### config.mk
export PLATFORM = sky130hd
export DESIGN_NAME = kamacore_fetch_queue
export DESIGN_NICKNAME = d
export VERILOG_FILES = /design/src/rtl/kamacore_datatypes_pkg.sv /design/src/rtl/kamacore_sync_fifo.sv /design/src/rtl/kamacore_fetch_queue.sv
export SDC_FILE = /design/constraint.sdc
export NUM_CORES = 1
export LEC_CHECK = 0
export ABC_AREA = 1
export CAP_MARGIN = 20
export CORE_MARGIN = 2
export CORE_UTILIZATION = 60
export CTS_CLUSTER_DIAMETER = 60
export CTS_CLUSTER_SIZE = 24
export DETAILED_ROUTE_END_ITERATION = 8
export PLACE_DENSITY = 0.81
export SETUP_SLACK_MARGIN = 0.1
export SLEW_MARGIN = 10
export SYNTH_ARGS = -nofsm -noshare
export SYNTH_HDL_FRONTEND = slang
export SYNTH_SLANG_ARGS = --single-unit
### constraint.sdc
create_clock -name clk -period 6.6 [get_ports clk]
set_input_delay 1.98 -clock clk [delete_from_list [all_inputs] [get_ports clk]]
set_output_delay 1.98 -clock clk [all_outputs]
set_load 0.02 [all_outputs]
### src/rtl/kamacore_datatypes_pkg.sv
// kamacore_datatypes: shared widths and the fetch queue entry type.
`default_nettype none

package kamacore_datatypes;

  localparam int CPU_WIDTH   = 32;
  localparam int INSTR_WIDTH = 32;

  typedef struct packed {
    logic [CPU_WIDTH-1:0]   pc;
    logic [INSTR_WIDTH-1:0] instr;
  } fetch_entry_t;

endpackage

`default_nettype wire

### src/rtl/kamacore_sync_fifo.sv
// kamacore_sync_fifo: DEPTH x fetch_entry_t FIFO with flush; head is the registered read entry.
`default_nettype none

module kamacore_sync_fifo
  import kamacore_datatypes::*;
#(
  parameter int DEPTH = 4
) (
  input  logic                           clk,
  input  logic                           rst,
  input  logic                           push_i,
  input  logic                           pop_i,
  input  logic                           flush_i,
  input  fetch_entry_t                   wdata_i,
  output logic [$clog2(DEPTH+1)-1:0]     count_o,
  output fetch_entry_t                   head_o
);

  localparam int PW = $clog2(DEPTH);
  localparam int CW = $clog2(DEPTH+1);

  fetch_entry_t    mem_q [DEPTH];
  logic [PW-1:0]   rd_ptr_q, rd_ptr_d;
  logic [PW-1:0]   wr_ptr_q, wr_ptr_d;
  logic [CW-1:0]   count_q, count_d;

  always_comb begin
    rd_ptr_d = rd_ptr_q;
    wr_ptr_d = wr_ptr_q;
    count_d  = count_q;
    if (flush_i) begin
      rd_ptr_d = '0;
      wr_ptr_d = '0;
      count_d  = '0;
    end else begin
      if (push_i) wr_ptr_d = wr_ptr_q + PW'(1);
      if (pop_i)  rd_ptr_d = rd_ptr_q + PW'(1);
      count_d = count_q + CW'(push_i) - CW'(pop_i);
    end
  end

  always_ff @(posedge clk or negedge rst) begin
    if (!rst) begin
      rd_ptr_q <= '0;
      wr_ptr_q <= '0;
      count_q  <= '0;
    end else begin
      rd_ptr_q <= rd_ptr_d;
      wr_ptr_q <= wr_ptr_d;
      count_q  <= count_d;
    end
  end

  // Storage is cleared on reset so the head reads as zero before the first fill.
  always_ff @(posedge clk or negedge rst) begin
    if (!rst) begin
      mem_q <= '{default: '0};
    end else if (push_i && !flush_i) begin
      mem_q[wr_ptr_q] <= wdata_i;
    end
  end

  assign count_o = count_q;
  assign head_o  = mem_q[rd_ptr_q];

endmodule

`default_nettype wire

### src/rtl/kamacore_fetch_queue.sv
// kamacore_fetch_queue: fetch PC owner, credit-limited imem requester and PC-tagged response buffer.
`default_nettype none

module kamacore_fetch_queue
  import kamacore_datatypes::*;
#(
  parameter int                   DEPTH    = 4,
  parameter logic [CPU_WIDTH-1:0] RESET_PC = '0
) (
  input  logic                   clk,
  input  logic                   rst,
  input  logic                   redirect_valid,
  input  logic [CPU_WIDTH-1:0]   redirect_pc,
  output logic                   imem_req_valid,
  output logic [CPU_WIDTH-1:0]   imem_req_addr,
  input  logic                   imem_req_ready,
  input  logic                   imem_rsp_valid,
  input  logic [INSTR_WIDTH-1:0] imem_rsp_data,
  output logic                   out_valid,
  output logic [CPU_WIDTH-1:0]   out_pc,
  output logic [INSTR_WIDTH-1:0] out_instr,
  input  logic                   out_ready
);

  localparam int CW = $clog2(DEPTH+1);
  localparam int DW = CW + 1;

  logic [CPU_WIDTH-1:0] fetch_pc_q, fetch_pc_d;
  logic [CPU_WIDTH-1:0] rsp_pc_q, rsp_pc_d;
  logic [CW-1:0]        outstanding_q, outstanding_d;
  logic [DW-1:0]        discard_q, discard_d;

  logic [CW-1:0]        fifo_count;
  fetch_entry_t         fifo_head;
  fetch_entry_t         fifo_wdata;
  logic [CW:0]          credit_used;
  logic [CPU_WIDTH-1:0] redir_target;
  logic                 accept, rsp_keep, rsp_drop, push, pop;

  assign credit_used  = {1'b0, fifo_count} + {1'b0, outstanding_q};
  assign redir_target = redirect_pc & ~CPU_WIDTH'(3);

  // Gated by rst so no request is visible while reset is held.
  assign imem_req_valid = rst && !redirect_valid && (credit_used < (CW+1)'(DEPTH));
  assign imem_req_addr  = fetch_pc_q;
  assign accept         = imem_req_valid && imem_req_ready;

  assign rsp_drop = imem_rsp_valid && (discard_q != '0);
  assign rsp_keep = imem_rsp_valid && (discard_q == '0);

  assign out_valid = (fifo_count != '0) && !redirect_valid;
  assign pop       = out_valid && out_ready;
  assign push      = rsp_keep && !redirect_valid;
  assign fifo_wdata = '{pc: rsp_pc_q, instr: imem_rsp_data};

  always_comb begin
    fetch_pc_d    = fetch_pc_q;
    rsp_pc_d      = rsp_pc_q;
    outstanding_d = outstanding_q;
    discard_d     = discard_q;
    if (redirect_valid) begin
      // Everything still in flight, less any response landing now, belongs to the old path.
      fetch_pc_d    = redir_target;
      rsp_pc_d      = redir_target;
      outstanding_d = '0;
      discard_d     = discard_q + DW'(outstanding_q) - DW'(imem_rsp_valid);
    end else begin
      if (accept)   fetch_pc_d = fetch_pc_q + CPU_WIDTH'(4);
      if (rsp_keep) rsp_pc_d   = rsp_pc_q + CPU_WIDTH'(4);
      outstanding_d = outstanding_q + CW'(accept) - CW'(rsp_keep);
      discard_d     = discard_q - DW'(rsp_drop);
    end
  end

  always_ff @(posedge clk or negedge rst) begin
    if (!rst) begin
      fetch_pc_q    <= RESET_PC;
      rsp_pc_q      <= RESET_PC;
      outstanding_q <= '0;
      discard_q     <= '0;
    end else begin
      fetch_pc_q    <= fetch_pc_d;
      rsp_pc_q      <= rsp_pc_d;
      outstanding_q <= outstanding_d;
      discard_q     <= discard_d;
    end
  end

  kamacore_sync_fifo #(
    .DEPTH (DEPTH)
  ) u_fifo (
    .clk     (clk),
    .rst     (rst),
    .push_i  (push),
    .pop_i   (pop),
    .flush_i (redirect_valid),
    .wdata_i (fifo_wdata),
    .count_o (fifo_count),
    .head_o  (fifo_head)
  );

  assign out_pc    = fifo_head.pc;
  assign out_instr = fifo_head.instr;

  a_rsp_expected: assert property (@(posedge clk) disable iff (!rst)
    imem_rsp_valid |-> ((outstanding_q != '0) || (discard_q != '0)));

endmodule

`default_nettype wire

==> summary.md, run 1 <==
| Metric | Value |
|---|---|
| Post-CTS sizing | 0 |
| Largest stage delay, worst path | 0.77 ns |
| Final hold vios | 0 |
| Routed WL | 39800 um |
| Leakage | 0.00864 uW |
| Synth warn | 0 |
| Slew @ Worst Pin | 1.06 ns |
| Footprint of the multi-input gates | 6520 um^2 |
| Synthesized instance count | 1960 |
| Largest area contributor in the netlist | dfrtp_1 |
| Crit path cell chain | clkinv_2, buf_4, o21ai_0, o22ai_1, clkdlybuf4s50_1 |
| Flop pwr share | 0.376 |
| Die width | 166 um |
| Setup Buffers After CTS | 0 |
| Pint | 4230 uW |
| N_diodes | 0 |
| Slew HR | 0.292 |
| Final setup fails | 0 |
| Core footprint | 26000 um^2 |
| Placement Setup Slack | 1.32 ns |
| Total I/O pin count | 168 |
| Max Freq | 186 MHz |
| Net Sw Power | 2670 uW |
| Register area | 8060 um^2 |
| Port bufs | 161 |
| Crit path kind | reg2out |
| Setup TNS Final | 0 ns |
| Initial antenna violation count | 0 |
| Post-CTS Hold Buffers | 0 |
| Final period util | 0.814 |
| Avg Cell Area, Syn | 8.06 um^2 |
| Via/cell ratio | 5.78 |
| Compound-gate portion of the synthesized area | 0.175 |
| Die Area | 27600 um^2 |
| Switching share of power | 0.387 |
| Initial Utilization | 0.608 |
| Clock slew at reported path FFs | 0.08 ns |
| Slew Viols, Final | 0 |
| Post-DP HPWL | 24800 um |
| Post-Synth Adder-Cell Area | 0.0196 |
| Setup crit end kind | primary output |
| Largest net degree at the start of global routing | 164 |
| CTS tree | yes |
| Largest cells by area after synthesis | dfrtp_1 (51%), nand2_1 (11%), o21ai_0 (11%) |
| Fin Clk Skew | 0.0209 ns |
| Status | completed |
| Final ANT Viol Nets | 0 |
| Data arrival time of the worst path | 3.39 ns |
| Initial DRT Pass Iterations | 5 |
| Fin cells | 2404 |
| Num rows | 59 |
| CTS Sinks | 322 |
| Top-area cell type share of the netlist area | 0.510 |
| Worst skew pair latency | 0.54 ns |
| Routed WL per cell | 16.6 um |
| Synth Area in Simple Gates | 0.201 |
| Sequential element share of the synthesized area | 0.510 |
| Cell area after synthesis | 15800 um^2 |
| Number of global-route vias before repair | 13621 |
| Number of H-tree levels | 1 |
| Main combinational cell family by area after synthesis | simple AND/OR/NAND/NOR gates |
| Combinational share of power | 0.394 |
| Placed cells | 2359 |
| Final global-route overflow total | 0 |
| Final worst-path setup slack | 1.23 ns |
| CTS Buf Count | 25 |
| GRT Util Overall | 0.288 |
| Worst EP required | 4.62 ns |
| GP Congestion | 0.938 |
| Layout cells sized above 1 | 0.0387 |
| Crit path time final | 5.37 ns |
| Synth Register Bits | 322 |
| Layout area overhead | 15.2% |
| Die Span Y | 166 um |
| Synth unique cells | 40 |
| XOR/XNOR Fraction of Synth Area | 0.0144 |
| DR iter-0 viols | 1622 |
| Fillers | 2080 |
| Critical Path Start Type | register |
| Clk root buf | clkbuf_16 |
| First-pass GRT wire length | 66900 um |
| Mux share of post-synthesis cell area | 0.000634 |
| Hold WC Path Type | reg2reg |
| Max clock buf depth | 3 |
| Power Dens Cells | 379 nW/um^2 |
| DRC errors left | 0 |
| Hold Slack | 0.484 ns |
| Final #Nets | 2144 |
| Worst vdd ir | 0.342 mV |
| Max-cap violations | 0 |
| RSZ-0062 raised after global routing | no |
| Via count | 13893 |
| Final core utilization | 0.700 |
| Clock power frac | 0.230 |
| Slowest stage cell, crit path | clkinv_2 |
| Worst-path fanout max | 69 |
==> per-layer routing <==
| layer | routed length [um] | global-route usage | up-vias | part of all wire |
|---|---|---|---|---|
| met5 | 0 | 0 | - | 0 |
| met4 | 989 | 0.0817 | 0 | 0.025 |
| met3 | 2930 | 0.0424 | 83 | 0.074 |
| met2 | 18600 | 0.469 | 560 | 0.47 |
| met1 | 17300 | 0.409 | 6658 | 0.43 |
| li1 | - | - | 6592 | - |
==> Yosys cell counts <==
library cell  count
a21oi_1          32
a31oi_1           5
and2_1            3
buf_1             6
buf_2             9
buf_4             4
buf_6            26
clkbuf_1         69
conb_1            1
dfrtp_1         322
fa_1              3
ha_1             20
inv_1           153
inv_2             2
inv_4             2
mux2i_1           1
nand2_1         471
nand2_2           3
nand2_4           2
nand3_1          75
nand3b_1          2
nand4_1           7
nand4_4           1
nor2_1          211
nor2_2            2
nor2_4            1
nor3_1           11
o211ai_1         14
o21a_1            1
o21ai_0         336
o21ai_1          64
o21ai_2           2
o21bai_1          4
o221ai_1          2
o22ai_1          62
o31ai_1           1
or2_1             1
or2_2             3
xnor2_1          10
xor2_1           16
==> worst paths after layout <==
path / from / end / slack [ns] / cells after the start
hold / removal: u_fifo.mem_q[67]$_DFFE_PN0P_ / u_fifo.mem_q[67]$_DFFE_PN0P_ / 0.48 / 2
setup / recovery: u_fifo.rd_ptr_q[0]$_DFFE_PN0P_ / out_instr[20] / 1.23 / 5
max in group asynchronous: rst / u_fifo.mem_q[238]$_DFFE_PN0P_ / 3.14 / 3
hold reg to reg: u_fifo.mem_q[67]$_DFFE_PN0P_ / u_fifo.mem_q[67]$_DFFE_PN0P_ / 0.48 / 2
min in group asynchronous: rst / u_fifo.mem_q[5]$_DFFE_PN0P_ / 1.34 / 1
setup reg to reg: outstanding_q[1]$_DFF_PN0_ / imem_req_addr[6]$_DFFE_PN0N_ / 3.69 / 8
==> stage by stage <==
stage / cell area (um^2) / power [uW]
2_1_floorplan: 15800 / 4190
3_3_place_gp: 17300 / 5240
3_5_place_dp: 17300 / 5330
4_1_cts: 18200 / 6920
5_1_grt: 18200 / 7320
6_report: 18200 / 6900
==> flip-flops by register name, indices dropped and copies added (netlist names) <==
signal           flops
u_fifo.rd_ptr_q      2
u_fifo.wr_ptr_q      2
outstanding_q        3
u_fifo.count_o       3
imem_req_addr       30
discard_q            4
rsp_pc_q            30
u_fifo.mem_q       248
==> final cells by class <==
cell class                      instances  share of cell area
Tap cell                              335              0.0230
Timing Repair Buffer                  175              0.0950
Inverter                              157              0.0327
Multi-Input combinational cell       1370               0.358
Clock buffer                           28              0.0361
Clock inverter                         17              0.0116
Sequential cell                       322               0.443
==> cells by family after synthesis <==
group           count (synthesis)
flops                         322
xor+xnor                       26
compound gates                523
fa+ha+maj                      23
simple gates                  793
other cells                     1
mux                             1
buf+inv                       271
==> layout by cell type, fill, tap and decap left out, types with 2 or more instances in the layout <==
master             n
a21oi_1           32
a31oi_1            5
and2_1             3
buf_4             13
clkbuf_16         25
clkbuf_8           2
clkdlybuf4s50_1  159
clkinv_2           2
clkinv_8           4
conb_1             4
dfrtp_1          320
fa_1               3
ha_1              20
inv_1            152
inv_12             2
inv_4              2
inv_6              4
inv_8              4
nand2_1          471
nand2_4            5
nand3_1           75
nand3b_1           2
nand4_1            7
nor2_1           211
nor2_2             2
nor3_1            11
o211ai_1          14
o21ai_0          336
o21ai_1           64
o21ai_2            2
o21bai_1           4
o221ai_1           2
o22ai_1           62
or2_2              3
xnor2_1           10
xor2_1            16
==> power by group through the flow <==
stage | logic, uW | clock network (uW) | registers, uW
detailed placement | 2710 | 0 | 2620
finish | 2720 | 1590 | 2590
CTS | 2730 | 1610 | 2590
floorplan | 1610 | 0 | 2580
global placement | 2640 | 0 | 2610
global route | 2990 | 1690 | 2640
==> worst max-delay path: cells and delay by family (launching register included) <==
family / cells / cell delay [ns]
buffers and inverters: 3 / 1.87
flip-flops: 1 / 0.60
AO/OA/AOI/OAI: 2 / 0.37
No activity file was read; power rests on OpenSTA's default activity.
==> run 2: changes to the inputs <==
CORE_UTILIZATION = 57   (was 60)
PLACE_DENSITY = 0.77   (was 0.81)
clock period = 5 ns   (was 6.6 ns; I/O delays follow)
==> run 2 against run 1 <==
  * Worst hold slack about the same
  * First-iteration DRC count down 23%
  * Flip-flop and latch count unchanged
  * Die area up 5.1%
  * Critical path depth unchanged
  * Wire length up 0.57%
==> summary.md, run 2 (same netlist as run 1, synthesis figures left out) <==
| Metric | Value |
|---|---|
| Status | completed |
| Data arrival time of the worst path | 2.88 ns (-0.51 ns) |
| Cell depth of the worst min-delay path | 2 (unchanged) |
| Post-CTS sizing | 0 (unchanged) |
| Die Span Y | 170 um (+2.5%) |
| Setup Buffers After CTS | 0 (unchanged) |
| Clock slew at reported path FFs | 0.09 ns (about the same) |
| Initial DRT Pass Iterations | 6 (+1) |
| Worst R2R Start | outstanding_q[1]$_DFF_PN0_ |
| Worst R2R Setup Slack | 2.04 ns (-1.65 ns) |
| Post-DP HPWL | 25400 um (+2.4%) |
| Routed WL per cell | 16.4 um (-1.2%) |
| Final #Nets | 2150 (+0.28%) |
| Via count | 13723 (-1.2%) |
| Max-cap violations | 0 (unchanged) |
| Final ANT Viol Nets | 0 (unchanged) |
| CTS tree | yes |
| Critical Path Start Type | register |
| Worst skew pair latency | 0.55 ns (about the same) |
| Max clock buf depth | 3 (unchanged) |
| First-pass GRT wire length | 66100 um (-1.2%) |
| DRC errors left | 0 (unchanged) |
| Slew HR | 0.370 (+0.0782) |
| Die width | 170 um (+2.5%) |
| Critical R2R Capture | imem_req_addr[8]$_DFFE_PN0N_ |
| Fin Clk Skew | 0.0199 ns (-0.000924 ns) |
| Num rows | 60 (+1.7%) |
| Reg with most FFs | u_fifo.mem_q |
| Final period util | 0.876 |
| Slew @ Worst Pin | 0.945 ns (-0.117 ns) |
| Layout area overhead | 16.1% |
| Max Freq | 228 MHz |
| N_diodes | 0 (unchanged) |
| Clk root buf | clkbuf_16 |
| Hold worst-path end | u_fifo.mem_q[69]$_DFFE_PN0P_ |
| Routed WL | 40000 um (+0.57%) |
| CTS Sinks | 322 (unchanged) |
| Worst EP required | 3.50 ns (-1.12 ns) |
| Crit path time final | 4.38 ns |
| Hold_sp | u_fifo.mem_q[69]$_DFFE_PN0P_ |
| DR iter-0 viols | 1253 (-23%) |
| Slowest stage cell, crit path | clkdlybuf4s50_1 |
| Hold WC Path Type | reg2reg |
| Worst-path fanout max | 40 (-42%) |
| Worst vdd ir | 0.246 mV (-28%) |
| Slew Viols, Final | 0 (unchanged) |
| Port bufs | 161 (unchanged) |
| CP top delay family | buffers and inverters |
| Leakage | 0.00869 uW (+0.53%) |
| Layout cells sized above 1 | 0.0405 (+0.00184) |
| Largest stage delay, worst path | 0.65 ns (-0.12 ns) |
| Worst Reg-to-Reg Cells | 8 (unchanged) |
| Setup TNS Final | 0 ns (unchanged) |
| Initial antenna violation count | 0 (unchanged) |
| Die Area | 29100 um^2 (+5.1%) |
| Via/cell ratio | 5.61 (-2.9%) |
| GRT Util Overall | 0.281 (-0.00777) |
| GP Congestion | 0.944 (+0.69%) |
| Largest net degree at the start of global routing | 177 (+7.9%) |
| Final hold vios | 0 (unchanged) |
| Placed cells | 2402 (+1.8%) |
| Commonest non-fill, non-tap cell in the layout | nand2_1 |
| Final setup fails | 0 (unchanged) |
| Power Dens Cells | 497 nW/um^2 (+31%) |
| Fillers | 2225 (+7.0%) |
| Setup crit end kind | primary output |
| CTS Buf Count | 25 (unchanged) |
| Post-CTS Hold Buffers | 0 (unchanged) |
| Fin cells | 2446 (+1.7%) |
| Total I/O pin count | 168 (unchanged) |
| Most frequent cells in the layout | nand2_1 (471), o21ai_0 (336), dfrtp_1 (320) |
| Core footprint | 27100 um^2 (+4.3%) |
| Worst Path Buf+Inv | 3 (unchanged) |
| RSZ-0062 raised after global routing | no |
| Initial Utilization | 0.583 (-0.0250) |
| Crit path cell chain | clkinv_2, buf_4, o21ai_0, o22ai_1, clkdlybuf4s50_1 |
| Number of global-route vias before repair | 13184 (-3.2%) |
| Crit path kind | reg2out |
| Final global-route overflow total | 0 (unchanged) |
| Max reg flops | 248 (unchanged) |
| Number of H-tree levels | 1 (unchanged) |
run 2: cell types whose count changed in the layout (fill, tap and decap cells not counted), sizes merged:
cell    change
buf         +6
inv         +3
clkinv      -4
run 2: worst reg2reg max path: stages, from the launching register on:
cell	delay [ns]
dfrtp_1	0.46
ha_1	0.32
nand3_1	0.07
nand3_1	0.09
nand3b_1	0.55
nand2_1	0.76
inv_2	0.33
nand2_1	0.14
o211ai_1	0.09
run 2: power by group:
group | total, uW | internal, uW | switching [uW] | leakage (uW)
Sequential | 3400 | 3070 | 335 | 0.00428
Clock | 2100 | 1010 | 1090 | 0.000417
Combinational | 3620 | 1520 | 2100 | 0.00399
run 2: area by class of cell:
class | count | area (um^2) | area share
clock buffer | 28 | 647 | 0.0353
clock inverter | 16 | 204 | 0.0111
inverter | 157 | 596 | 0.0325
multi-input combinational | 1370 | 6520 | 0.356
sequential | 322 | 8060 | 0.440
tap | 372 | 465 | 0.0254
timing repair buffer | 181 | 1840 | 0.100
run 2: worst max path at each step:
stage	start	to	cells after the start
2_1_floorplan	redirect_valid	imem_req_valid	2
3_3_place_gp	redirect_valid	imem_req_valid	4
3_5_place_dp	redirect_valid	imem_req_valid	4
4_1_cts	u_fifo.rd_ptr_q[0]$_DFFE_PN0P_	out_pc[19]	5
5_1_grt	u_fifo.rd_ptr_q[0]$_DFFE_PN0P_	out_pc[24]	5
6_report	u_fifo.rd_ptr_q[0]$_DFFE_PN0P_	out_pc[19]	5
run 2: layer usage:
layer | vias up | routed length, um | global-route usage
met4 | 0 | 952 | 0.0769
met2 | 481 | 18700 | 0.459
met3 | 63 | 2470 | 0.0323
met5 | - | 0 | 0
li1 | 6618 | - | -
met1 | 6561 | 18000 | 0.400
run 2: per-stage QoR:
stage	hold slack [ns]	worst slack (ns)	area (um^2)	util	total power (uW)
after floorplan	0.448	1.28	15800	-	5540
after global placement	0.461	0.846	17500	0.645	6960
after detailed placement	0.468	0.828	17500	0.645	7060
after CTS	0.487	0.599	18300	0.677	9170
after global routing	0.503	0.451	18300	0.677	9680
final	0.484	0.620	18300	0.677	9120
